**config.mk**
```make
export PLATFORM = sky130hd
export DESIGN_NAME = pc_sequencer
export DESIGN_NICKNAME = d
export VERILOG_FILES = /design/src/rtl/pc_sequencer.sv
export SDC_FILE = /design/constraint.sdc
export NUM_CORES = 1
export LEC_CHECK = 0
export ABC_AREA = 1
export BUFFER_PORTS_ARGS = -buffer_cell sky130_fd_sc_hd__buf_2
export CORE_MARGIN = 2
export CORE_UTILIZATION = 50
export CTS_CLUSTER_SIZE = 14
export DETAILED_ROUTE_END_ITERATION = 8
export PLACE_DENSITY = 0.85
export RECOVER_POWER = 25
export REMOVE_ABC_BUFFERS = 1
export SLEW_MARGIN = 30
export SYNTH_ARGS = -nofsm -noshare
export SYNTH_HDL_FRONTEND = slang
export SYNTH_SLANG_ARGS = --single-unit
```
**constraint.sdc**
```tcl
create_clock -name sys_clk -period 1.9 [get_ports sys_clk]
set_input_delay 0.285 -clock sys_clk [delete_from_list [all_inputs] [get_ports sys_clk]]
set_output_delay 0.285 -clock sys_clk [all_outputs]
set_load 0.02 [all_outputs]
```
**src/rtl/pc_sequencer.sv**
```systemverilog
// pc_sequencer: multi-cycle control FSM for the RV32 core. Sequences fetch,
// decode, execute, data-memory access and writeback, issuing exactly one PC
// update (pc_op) per retired instruction. It halts on ECALL/EBREAK and on a
// bus timeout.
//
// Ports:
//   sys_clk, sys_rst          clock; asynchronous active-low reset
//   run                       1 = keep sequencing; 0 = park in IDLE at retire
//   imem_req/imem_ready       instruction fetch handshake
//   ir_load                   latch the instruction into the IR (same cycle as imem_ready)
//   opcode                    IR[6:0], sampled in DECODE
//   branch_taken              ALU compare result, sampled in EXEC
//   dmem_req/dmem_we/dmem_ready  data memory handshake
//   rf_we                     register-file write enable
//   pc_op, pc_src             PC update strobe and source select
//   state, halted             debug state code; HALT indicator
//   bus_err, illegal_op       sticky error flags
//   instret                   retired-instruction counter
//
// Build option: define ILLEGAL_HALT_EN so that an illegal opcode halts and
// sets illegal_op. Without it, an illegal opcode retires as a NOP.
module pc_sequencer #(
  parameter int unsigned TIMEOUT_CYCLES = 16,
  parameter int unsigned CNT_W          = 32
) (
  input  logic             sys_clk,
  input  logic             sys_rst,
  input  logic             run,
  output logic             imem_req,
  input  logic             imem_ready,
  output logic             ir_load,
  input  logic [6:0]       opcode,
  input  logic             branch_taken,
  output logic             dmem_req,
  output logic             dmem_we,
  input  logic             dmem_ready,
  output logic             rf_we,
  output logic             pc_op,
  output logic             pc_src,
  output logic [2:0]       state,
  output logic             halted,
  output logic             bus_err,
  output logic             illegal_op,
  output logic [CNT_W-1:0] instret
);

  typedef enum logic [2:0] {
    S_IDLE   = 3'd0,
    S_FETCH  = 3'd1,
    S_DECODE = 3'd2,
    S_EXEC   = 3'd3,
    S_MEM    = 3'd4,
    S_WB     = 3'd5,
    S_HALT   = 3'd6
  } state_e;

  typedef enum logic [3:0] {
    C_NONE, C_LOAD, C_STORE, C_BRANCH, C_JAL, C_JALR,
    C_ALU, C_SYS, C_FENCE, C_ILLEGAL
  } class_e;

  localparam logic [7:0] LP_WAIT_LAST = 8'(TIMEOUT_CYCLES - 1);

  state_e           r_state;
  class_e           r_class;
  logic [7:0]       r_wait;
  logic             r_bus_err;
  logic [CNT_W-1:0] r_instret;
  class_e           w_class;
  state_e           w_after_retire;

`ifdef ILLEGAL_HALT_EN
  logic r_illegal;
  assign illegal_op = r_illegal;
`else
  assign illegal_op = 1'b0;
`endif

  assign state   = r_state;
  assign bus_err = r_bus_err;
  assign instret = r_instret;
  assign halted  = (r_state == S_HALT);

  assign w_after_retire = run ? S_FETCH : S_IDLE;

  always_comb begin
    w_class = C_ILLEGAL;
    case (opcode)
      7'b0000011: w_class = C_LOAD;
      7'b0100011: w_class = C_STORE;
      7'b1100011: w_class = C_BRANCH;
      7'b1101111: w_class = C_JAL;
      7'b1100111: w_class = C_JALR;
      7'b0110011, 7'b0010011,
      7'b0110111, 7'b0010111: w_class = C_ALU;
      7'b1110011: w_class = C_SYS;
      7'b0001111: w_class = C_FENCE;
      default:    w_class = C_ILLEGAL;
    endcase
  end

  // Controls are decoded from state and the latched class; pc_op doubles as
  // the retire strobe so the counter and the PC can never disagree.
  always_comb begin
    imem_req = 1'b0;
    ir_load  = 1'b0;
    dmem_req = 1'b0;
    dmem_we  = 1'b0;
    rf_we    = 1'b0;
    pc_op    = 1'b0;
    pc_src   = 1'b0;
    case (r_state)
      S_FETCH: begin
        imem_req = 1'b1;
        ir_load  = imem_ready;
      end
      S_EXEC: begin
        if (r_class == C_BRANCH) begin
          pc_op  = 1'b1;
          pc_src = branch_taken;
        end
      end
      S_MEM: begin
        dmem_req = 1'b1;
        dmem_we  = (r_class == C_STORE);
        pc_op    = (r_class == C_STORE) && dmem_ready;
      end
      S_WB: begin
        pc_op  = 1'b1;
        pc_src = (r_class == C_JAL) || (r_class == C_JALR);
        rf_we  = (r_class != C_FENCE) && (r_class != C_ILLEGAL);
      end
      default: ;
    endcase
  end

  always_ff @(posedge sys_clk or negedge sys_rst) begin
    if (!sys_rst) begin
      r_state   <= S_IDLE;
      r_class   <= C_NONE;
      r_wait    <= '0;
      r_bus_err <= 1'b0;
      r_instret <= '0;
`ifdef ILLEGAL_HALT_EN
      r_illegal <= 1'b0;
`endif
    end else begin
      // Only the wait branches below keep counting; any other path,
      // including every state change, clears the counter.
      r_wait <= '0;
      case (r_state)
        S_IDLE: if (run) r_state <= S_FETCH;
        S_FETCH: begin
          if (imem_ready) begin
            r_state <= S_DECODE;
          end else if (r_wait == LP_WAIT_LAST) begin
            r_state   <= S_HALT;
            r_bus_err <= 1'b1;
          end else begin
            r_wait <= r_wait + 8'd1;
          end
        end
        S_DECODE: begin
          r_class <= w_class;
          r_state <= S_EXEC;
        end
        S_EXEC: begin
          case (r_class)
            C_BRANCH:         r_state <= w_after_retire;
            C_LOAD, C_STORE:  r_state <= S_MEM;
            C_SYS:            r_state <= S_HALT;
            C_ILLEGAL: begin
`ifdef ILLEGAL_HALT_EN
              r_state   <= S_HALT;
              r_illegal <= 1'b1;
`else
              r_state <= S_WB;
`endif
            end
            default:          r_state <= S_WB;
          endcase
        end
        S_MEM: begin
          if (dmem_ready) begin
            r_state <= (r_class == C_STORE) ? w_after_retire : S_WB;
          end else if (r_wait == LP_WAIT_LAST) begin
            r_state   <= S_HALT;
            r_bus_err <= 1'b1;
          end else begin
            r_wait <= r_wait + 8'd1;
          end
        end
        S_WB:    r_state <= w_after_retire;
        S_HALT:  r_state <= S_HALT;
        default: r_state <= S_IDLE;
      endcase
      if (pc_op) r_instret <= r_instret + CNT_W'(1);
    end
  end

endmodule

```
==> run_summary.xml, run 1 <==
<?xml version="1.0" encoding="UTF-8"?>
<metrics>
  <group name="status">
    <metric name="run_status" unit="">finished, violations left</metric>
    <metric name="violations" unit="">capacitance limit, slew limit</metric>
  </group>
  <group name="yosys">
    <metric name="yosys_register_bits" unit="">48</metric>
    <metric name="share_of_synthesized_area_occupied_by_flip_flops_and_latches" unit="">0.388</metric>
    <metric name="synth_ff_type" unit="">dfrtp_1</metric>
    <metric name="syn-cell-area" unit="sq mm">0.00310</metric>
    <metric name="synth_edf_count" unit="">0</metric>
    <metric name="ys.warnings.count" unit="">0</metric>
    <metric name="synthArstFlopShare" unit="">1.00</metric>
    <metric name="syn_avg_cell_area" unit="sq um">6.62</metric>
    <metric name="synthCells" unit="">468</metric>
    <metric name="synth_cell_types" unit="">31</metric>
  </group>
  <group name="placement">
    <metric name="portBuffers" unit="">56</metric>
    <metric name="preCtsSetupSlack" unit="ns">0.236</metric>
    <metric name="place_inst" unit="">596</metric>
    <metric name="dp.final_hpwl" unit="um">5860</metric>
    <metric name="gp_congestion" unit="">0.925</metric>
  </group>
  <group name="worst_hold_path">
    <metric name="timing.hold.worst_endpoint" unit="">state[0]</metric>
    <metric name="hold_start" unit="">run</metric>
    <metric name="number_of_instances_on_the_worst_hold_path" unit="">3</metric>
    <metric name="hold_path.class" unit="">in2reg</metric>
  </group>
  <group name="floorplanning">
    <metric name="rows" unit="">28</metric>
    <metric name="fp.coreArea" unit="sq mm">0.00596</metric>
    <metric name="die-width" unit="um">82.7</metric>
    <metric name="io_pins" unit="">58</metric>
    <metric name="start_util" unit="">0.520</metric>
    <metric name="chipHeight" unit="um">82.7</metric>
    <metric name="die_area" unit="sq mm">0.00684</metric>
  </group>
  <group name="cts">
    <metric name="clockBufferDepth" unit="">2</metric>
    <metric name="clock_tree_from_tritoncts" unit="">done</metric>
    <metric name="htree_levels" unit="">2</metric>
    <metric name="worst_skew_pair.late_latency" unit="ns">0.31</metric>
    <metric name="cts_num_sinks" unit="">48</metric>
    <metric name="cts_root_buf" unit="">clkbuf_8</metric>
    <metric name="cts-buffers-inserted" unit="">5</metric>
    <metric name="worst_setup_hold_path_clk_slew" unit="ns">0.09</metric>
  </group>
  <group name="setup_path">
    <metric name="r2r_start" unit="">state[0]</metric>
    <metric name="criticalPathCategory" unit="">reg2out</metric>
    <metric name="critPathBufInv" unit="">2</metric>
    <metric name="setup.worst_path.start_class" unit="">flip-flop</metric>
    <metric name="timing.critical_path.slowest_cell_delay" unit="ns">0.47</metric>
    <metric name="critical_path_peak_fanout" unit="">7</metric>
    <metric name="cp.arrival" unit="ns">1.52</metric>
    <metric name="reg2reg_end" unit="">instret[21]</metric>
    <metric name="timing.critical_path.to_type" unit="">primary output</metric>
    <metric name="path_delay_family" unit="">flip-flops</metric>
    <metric name="cell_with_the_largest_stage_delay_on_the_worst_path" unit="">dfrtp_2</metric>
    <metric name="r2r.worst_path.cells" unit="">10</metric>
    <metric name="worst_ep_required_time" unit="ns">1.62</metric>
    <metric name="critical_path.cell_chain" unit="">inv_2 &gt; nand2_1 &gt; nor2_2 &gt; a32o_1 &gt; buf_2</metric>
    <metric name="regToRegSetupSlack" unit="ns">0.21</metric>
  </group>
  <group name="layout">
    <metric name="layout.cells.non_filler" unit="">609</metric>
    <metric name="syn2layout_area_growth" unit="%">16.2</metric>
    <metric name="finish.net_count" unit="">548</metric>
    <metric name="drive_gt1_frac" unit="">0.167</metric>
    <metric name="antennaDiodeCount" unit="">0</metric>
  </group>
  <group name="sta">
    <metric name="slew_headroom" unit="">-0.000214</metric>
    <metric name="achievable-frequency" unit="MHz">554</metric>
    <metric name="min_period" unit="ns">1.80</metric>
    <metric name="setup_viol" unit="">0</metric>
    <metric name="timing.clock.skew" unit="ns">0.00722</metric>
    <metric name="tns" unit="ns">0</metric>
    <metric name="timing_max_transition_violations_final" unit="">28</metric>
    <metric name="final_min_period_over_clock_period" unit="">0.950</metric>
    <metric name="fin_worst_hold_slack" unit="ns">0.265</metric>
    <metric name="rsz0062_at_grt" unit="">false</metric>
    <metric name="tightest_slew" unit="ns">1.50</metric>
    <metric name="post-route-worst-setup-slack" unit="ns">0.0957</metric>
    <metric name="hold_violations" unit="">0</metric>
  </group>
  <group name="job">
    <metric name="drv.max_cap_violation_count" unit="">1</metric>
  </group>
  <group name="grt">
    <metric name="grt_overflow" unit="">0</metric>
    <metric name="grt_pass1_vias" unit="">2943</metric>
    <metric name="grt_use_total" unit="">0.242</metric>
    <metric name="grt_first_pass_wirelength" unit="um">12700</metric>
    <metric name="number_of_antenna_violations_at_the_first_check_in_global_routing" unit="">0</metric>
    <metric name="grt_start_max_net_pins" unit="">29</metric>
  </group>
  <group name="route">
    <metric name="detail_route.wl_per_cell" unit="um">12.5</metric>
    <metric name="routed_wl" unit="um">7590</metric>
    <metric name="route.antenna.remaining_nets" unit="">0</metric>
    <metric name="avgViaCountPerCell" unit="">5.23</metric>
    <metric name="drt_iter0_markers" unit="">260</metric>
    <metric name="detailedRoute.firstPassIterationCount" unit="">6</metric>
    <metric name="route.detailed.drc" unit="">0</metric>
    <metric name="num_vias" unit="">3187</metric>
  </group>
  <group name="power_and_ir_drop">
    <metric name="design_power_total" unit="uW">2940</metric>
    <metric name="power.static_leakage" unit="uW">0.00179</metric>
    <metric name="irDropWorstVdd" unit="mV">0.800</metric>
    <metric name="pwr_density_cell" unit="mW/mm^2">817</metric>
  </group>
</metrics>
==> worst max path at each step <==
| stage | cells past startpoint | slack (ns) | to | from |
|---|---|---|---|---|
| 2_1_floorplan | 8 | 0.05 | instret[26] | state[1] |
| 6_report | 5 | 0.1 | pc_src | state[1] |
| 5_1_grt | 5 | 0.02 | pc_src | state[1] |
| 4_1_cts | 6 | 0.001 | pc_op | r_class[3] |
| 3_5_place_dp | 8 | 0.24 | instret[22] | instret[0] |
| 3_3_place_gp | 8 | 0.31 | instret[22] | instret[0] |
==> power breakdown <==
group | leakage (uW) | switching (uW) | internal (uW)
combinational | 0.00110 | 667 | 339
sequential | 0.000642 | 152 | 1140
clock | 0.0000445 | 349 | 296
==> tightest hold or removal path, cell delays in order <==
cell	delay [ns]
buf_2	0.12
nor3_1	0.05
nor2_1	0.09
==> registers in the layout (all words and copies together) (netlist names) <==
signal	count
instret	32
bus_err	1
r_class	4
state	3
r_wait	8
==> layer usage <==
metal | vias to the layer above | GRT usage | share of wire
li1 | 1578 | - | -
met1 | 1468 | 0.290 | 0.42
met3 | 16 | 0.0424 | 0.064
met2 | 125 | 0.419 | 0.49
met4 | 0 | 0.113 | 0.024
met5 | - | 0 | 0
==> cells in the mapped netlist, types with 2 or more instances <==
master,n,area share
nand3b_1,7,0.017
o21ai_0,4,0.0065
a21oi_1,4,0.0065
nor2_1,81,0.098
nand2_1,178,0.22
buf_6,3,0.011
dfrtp_1,48,0.39
nand3_1,30,0.048
xor2_1,12,0.034
nor3_1,6,0.0097
nand3_2,3,0.0097
inv_1,48,0.058
nand4_1,7,0.014
o21ai_1,9,0.015
inv_2,3,0.0036
nand2_2,2,0.0040
buf_4,4,0.0097
ha_1,2,0.0081
nor2_2,4,0.0081
xnor2_1,2,0.0057
==> what timing repair did <==
item | CTS | global route
hold buffers | 0 | 0
setup buffers | 0 | 5
endpoints found under the setup margin | 1 | 2
pin swaps | 0 | 1
resized for setup | 2 | 4
==> cell usage in the layout, fill, tap and decap left out, types with 3 or more instances in the layout <==
cell type,count
buf_2,54
inv_2,3
a21oi_1,4
xor2_1,12
dfrtp_1,46
nand3b_1,7
clkbuf_1,3
nand4_1,7
buf_4,8
nor2_1,80
o21ai_0,4
inv_1,48
o21ai_1,9
clkbuf_8,6
nand3_1,30
nor2_2,4
nand3_2,3
nand2_1,178
nor3_1,6
==> per-stage QoR <==
step	area, sq um	utilization
6_report	3600	0.604
3_5_place_dp	3450	0.579
5_1_grt	3600	0.604
4_1_cts	3550	0.597
3_3_place_gp	3450	0.579
2_1_floorplan	3030	-
==> kinds of logic after synthesis <==
logic type      synth area share
buf+inv                   0.0824
compound gates            0.0412
simple gates               0.440
flops                      0.388
xor+xnor                  0.0396
other cells              0.00121
fa+ha+maj                0.00808
==> cell type report <==
cell class / instances / area [sq um]
Clock inverter: 1 / 7.51
Sequential cell: 48 / 1200
Tap cell: 75 / 93.8
Clock buffer: 7 / 86.3
Multi-Input combinational cell: 362 / 1660
Inverter: 51 / 191
Fill cell: 555 / 2360
Timing Repair Buffer: 65 / 358
Power figures use the tool's default switching activity.
==> inputs of run 2 (changes only) <==
Settings changed: CAP_MARGIN set to 10, CORE_MARGIN 2 to unset, RECOVER_POWER 25 to unset.
==> run_summary.xml, run 2 (synthesized netlist as in run 1, its figures left out) <==
<?xml version="1.0" encoding="UTF-8"?>
<metrics>
  <group name="cts">
    <metric name="worst_skew_pair.late_latency" unit="ns">0.31</metric>
    <metric name="cts-buffers-inserted" unit="">5</metric>
    <metric name="clock_tree_from_tritoncts" unit="">done</metric>
    <metric name="cts_root_buf" unit="">clkbuf_8</metric>
    <metric name="post-cts-setup-buffers" unit="">0</metric>
    <metric name="clockBufferDepth" unit="">2</metric>
    <metric name="htree_levels" unit="">2</metric>
    <metric name="worst_setup_hold_path_clk_slew" unit="ns">0.10</metric>
    <metric name="cts_num_sinks" unit="">48</metric>
  </group>
  <group name="sta">
    <metric name="min_period" unit="ns">1.81</metric>
    <metric name="rsz0062_at_grt" unit="">false</metric>
    <metric name="tightest_slew" unit="ns">0.619</metric>
    <metric name="fin_worst_hold_slack" unit="ns">0.0723</metric>
    <metric name="slew_headroom" unit="">0.587</metric>
    <metric name="final_min_period_over_clock_period" unit="">0.952</metric>
    <metric name="timing.clock.skew" unit="ns">0.0157</metric>
    <metric name="timing_max_transition_violations_final" unit="">0</metric>
    <metric name="setup_viol" unit="">0</metric>
    <metric name="achievable-frequency" unit="MHz">553</metric>
    <metric name="hold_violations" unit="">0</metric>
    <metric name="tns" unit="ns">0</metric>
  </group>
  <group name="route">
    <metric name="route.antenna.remaining_nets" unit="">0</metric>
    <metric name="num_vias" unit="">3112</metric>
    <metric name="route.detailed.drc" unit="">0</metric>
    <metric name="detail_route.wl_per_cell" unit="um">12.4</metric>
    <metric name="drt_iter0_markers" unit="">184</metric>
    <metric name="avgViaCountPerCell" unit="">5.16</metric>
    <metric name="detailedRoute.firstPassIterationCount" unit="">5</metric>
    <metric name="routed_wl" unit="um">7470</metric>
  </group>
  <group name="floorplanning">
    <metric name="die_area" unit="sq mm">0.00651</metric>
    <metric name="rows" unit="">28</metric>
    <metric name="chipHeight" unit="um">80.7</metric>
    <metric name="fp.coreArea" unit="sq mm">0.00596</metric>
    <metric name="die-width" unit="um">80.7</metric>
    <metric name="io_pins" unit="">58</metric>
    <metric name="start_util" unit="">0.520</metric>
  </group>
  <group name="power_and_ir_drop">
    <metric name="irDropWorstVdd" unit="mV">0.742</metric>
    <metric name="power.static_leakage" unit="uW">0.00177</metric>
    <metric name="pwr_density_cell" unit="mW/mm^2">810</metric>
  </group>
  <group name="setup_path">
    <metric name="critical_path_peak_fanout" unit="">12</metric>
    <metric name="r2r.worst_path.cells" unit="">8</metric>
    <metric name="worst_ep_required_time" unit="ns">1.62</metric>
    <metric name="regToRegSetupSlack" unit="ns">0.15</metric>
    <metric name="setup.worst_path.start_class" unit="">flip-flop</metric>
    <metric name="timing.critical_path.to_type" unit="">primary output</metric>
    <metric name="criticalPathCategory" unit="">reg2out</metric>
    <metric name="cp.arrival" unit="ns">1.52</metric>
    <metric name="r2r_start" unit="">instret[0]</metric>
    <metric name="reg2reg_end" unit="">instret[20]</metric>
  </group>
  <group name="layout">
    <metric name="filler_cell_count" unit="">536</metric>
    <metric name="final_common_cell" unit="">nand2_1</metric>
    <metric name="finish.net_count" unit="">542</metric>
    <metric name="multi_input_area" unit="sq mm">0.00166</metric>
    <metric name="seq_area" unit="sq mm">0.00120</metric>
    <metric name="finish.instance_area" unit="sq mm">0.00356</metric>
    <metric name="drive_gt1_frac" unit="">0.163</metric>
    <metric name="layout.core_utilization" unit="">0.599</metric>
    <metric name="flip_flop_count_of_the_largest_register_all_copies_and_words_added" unit="">32</metric>
    <metric name="final_cell_mix" unit="">nand2_1 (178), nor2_1 (80), buf_2 (55)</metric>
    <metric name="antennaDiodeCount" unit="">0</metric>
    <metric name="syn2layout_area_growth" unit="%">15.1</metric>
  </group>
  <group name="grt">
    <metric name="grt_start_max_net_pins" unit="">49</metric>
    <metric name="grt_overflow" unit="">0</metric>
    <metric name="number_of_antenna_violations_at_the_first_check_in_global_routing" unit="">0</metric>
    <metric name="grt_pass1_vias" unit="">2833</metric>
    <metric name="grt_use_total" unit="">0.238</metric>
    <metric name="grt_first_pass_wirelength" unit="um">12200</metric>
  </group>
  <group name="job">
    <metric name="drv.max_cap_violation_count" unit="">0</metric>
  </group>
  <group name="placement">
    <metric name="dp.final_hpwl" unit="um">5600</metric>
    <metric name="placement.cell_area" unit="sq mm">0.00344</metric>
    <metric name="gp_congestion" unit="">0.896</metric>
    <metric name="portBuffers" unit="">56</metric>
  </group>
  <group name="status">
    <metric name="run_status" unit="">finished, final reports clean</metric>
  </group>
  <group name="worst_hold_path">
    <metric name="hold_path.class" unit="">in2async</metric>
  </group>
</metrics>
## run 2: power breakdown
group	leakage (uW)	switching, uW	total [uW]	internal (uW)
combinational	0.00107	657	966	308
clock	0.0000510	345	636	291
sequential	0.000642	151	1290	1140
total	0.00177	1150	2890	1740
## run 2: stage by stage
stage,setup slack [ns],std cells,total power [uW]
global placement,0.326,595,2210
finish,0.0913,603,2890
detailed placement,0.210,595,2230
CTS,0.00866,603,2870
floorplan,0.0521,461,1910
global route,0.00150,603,3080
## run 2: worst max-delay path, cell delays in order (launching register included)
cell and delay (ns):
dfrtp_1 0.43, nor2_2 0.16, nand2_1 0.11, nor2_2 0.12, nand2_2 0.10, nand2_8 0.14, buf_4 0.16
## run 2: layer usage
layer	global-route usage	routed length [um]	up-vias
li1	-	-	1571
met5	0	0	-
met3	0.0500	425	14
met2	0.420	3700	101
met4	0.0875	133	0
met1	0.284	3210	1426
## run 2: worst max path at each step
stage / from / end / slack (ns) / cells after the start
floorplan: state[1] / instret[26] / 0.05 / 8
global placement: instret[0] / instret[18] / 0.33 / 8
detailed placement: instret[0] / instret[20] / 0.21 / 8
CTS: r_class[3] / pc_op / 0.009 / 6
global route: state[1] / rf_we / 0.001 / 4
finish: r_class[3] / pc_op / 0.09 / 6
## run 2: timing repair
item	4_1_cts	5_1_grt
pin swaps	0	0
gates cloned	0	0
setup endpoints to repair	1	2
hold buffers	0	0
gates resized for setup	2	6
## run 2: cell type report
type,count,area share
clock buffer,6,0.0232
timing repair buffer,59,0.0892
multi-input combinational,362,0.466
sequential,48,0.338
tap,75,0.0263
inverter,51,0.0544
clock inverter,2,0.00281
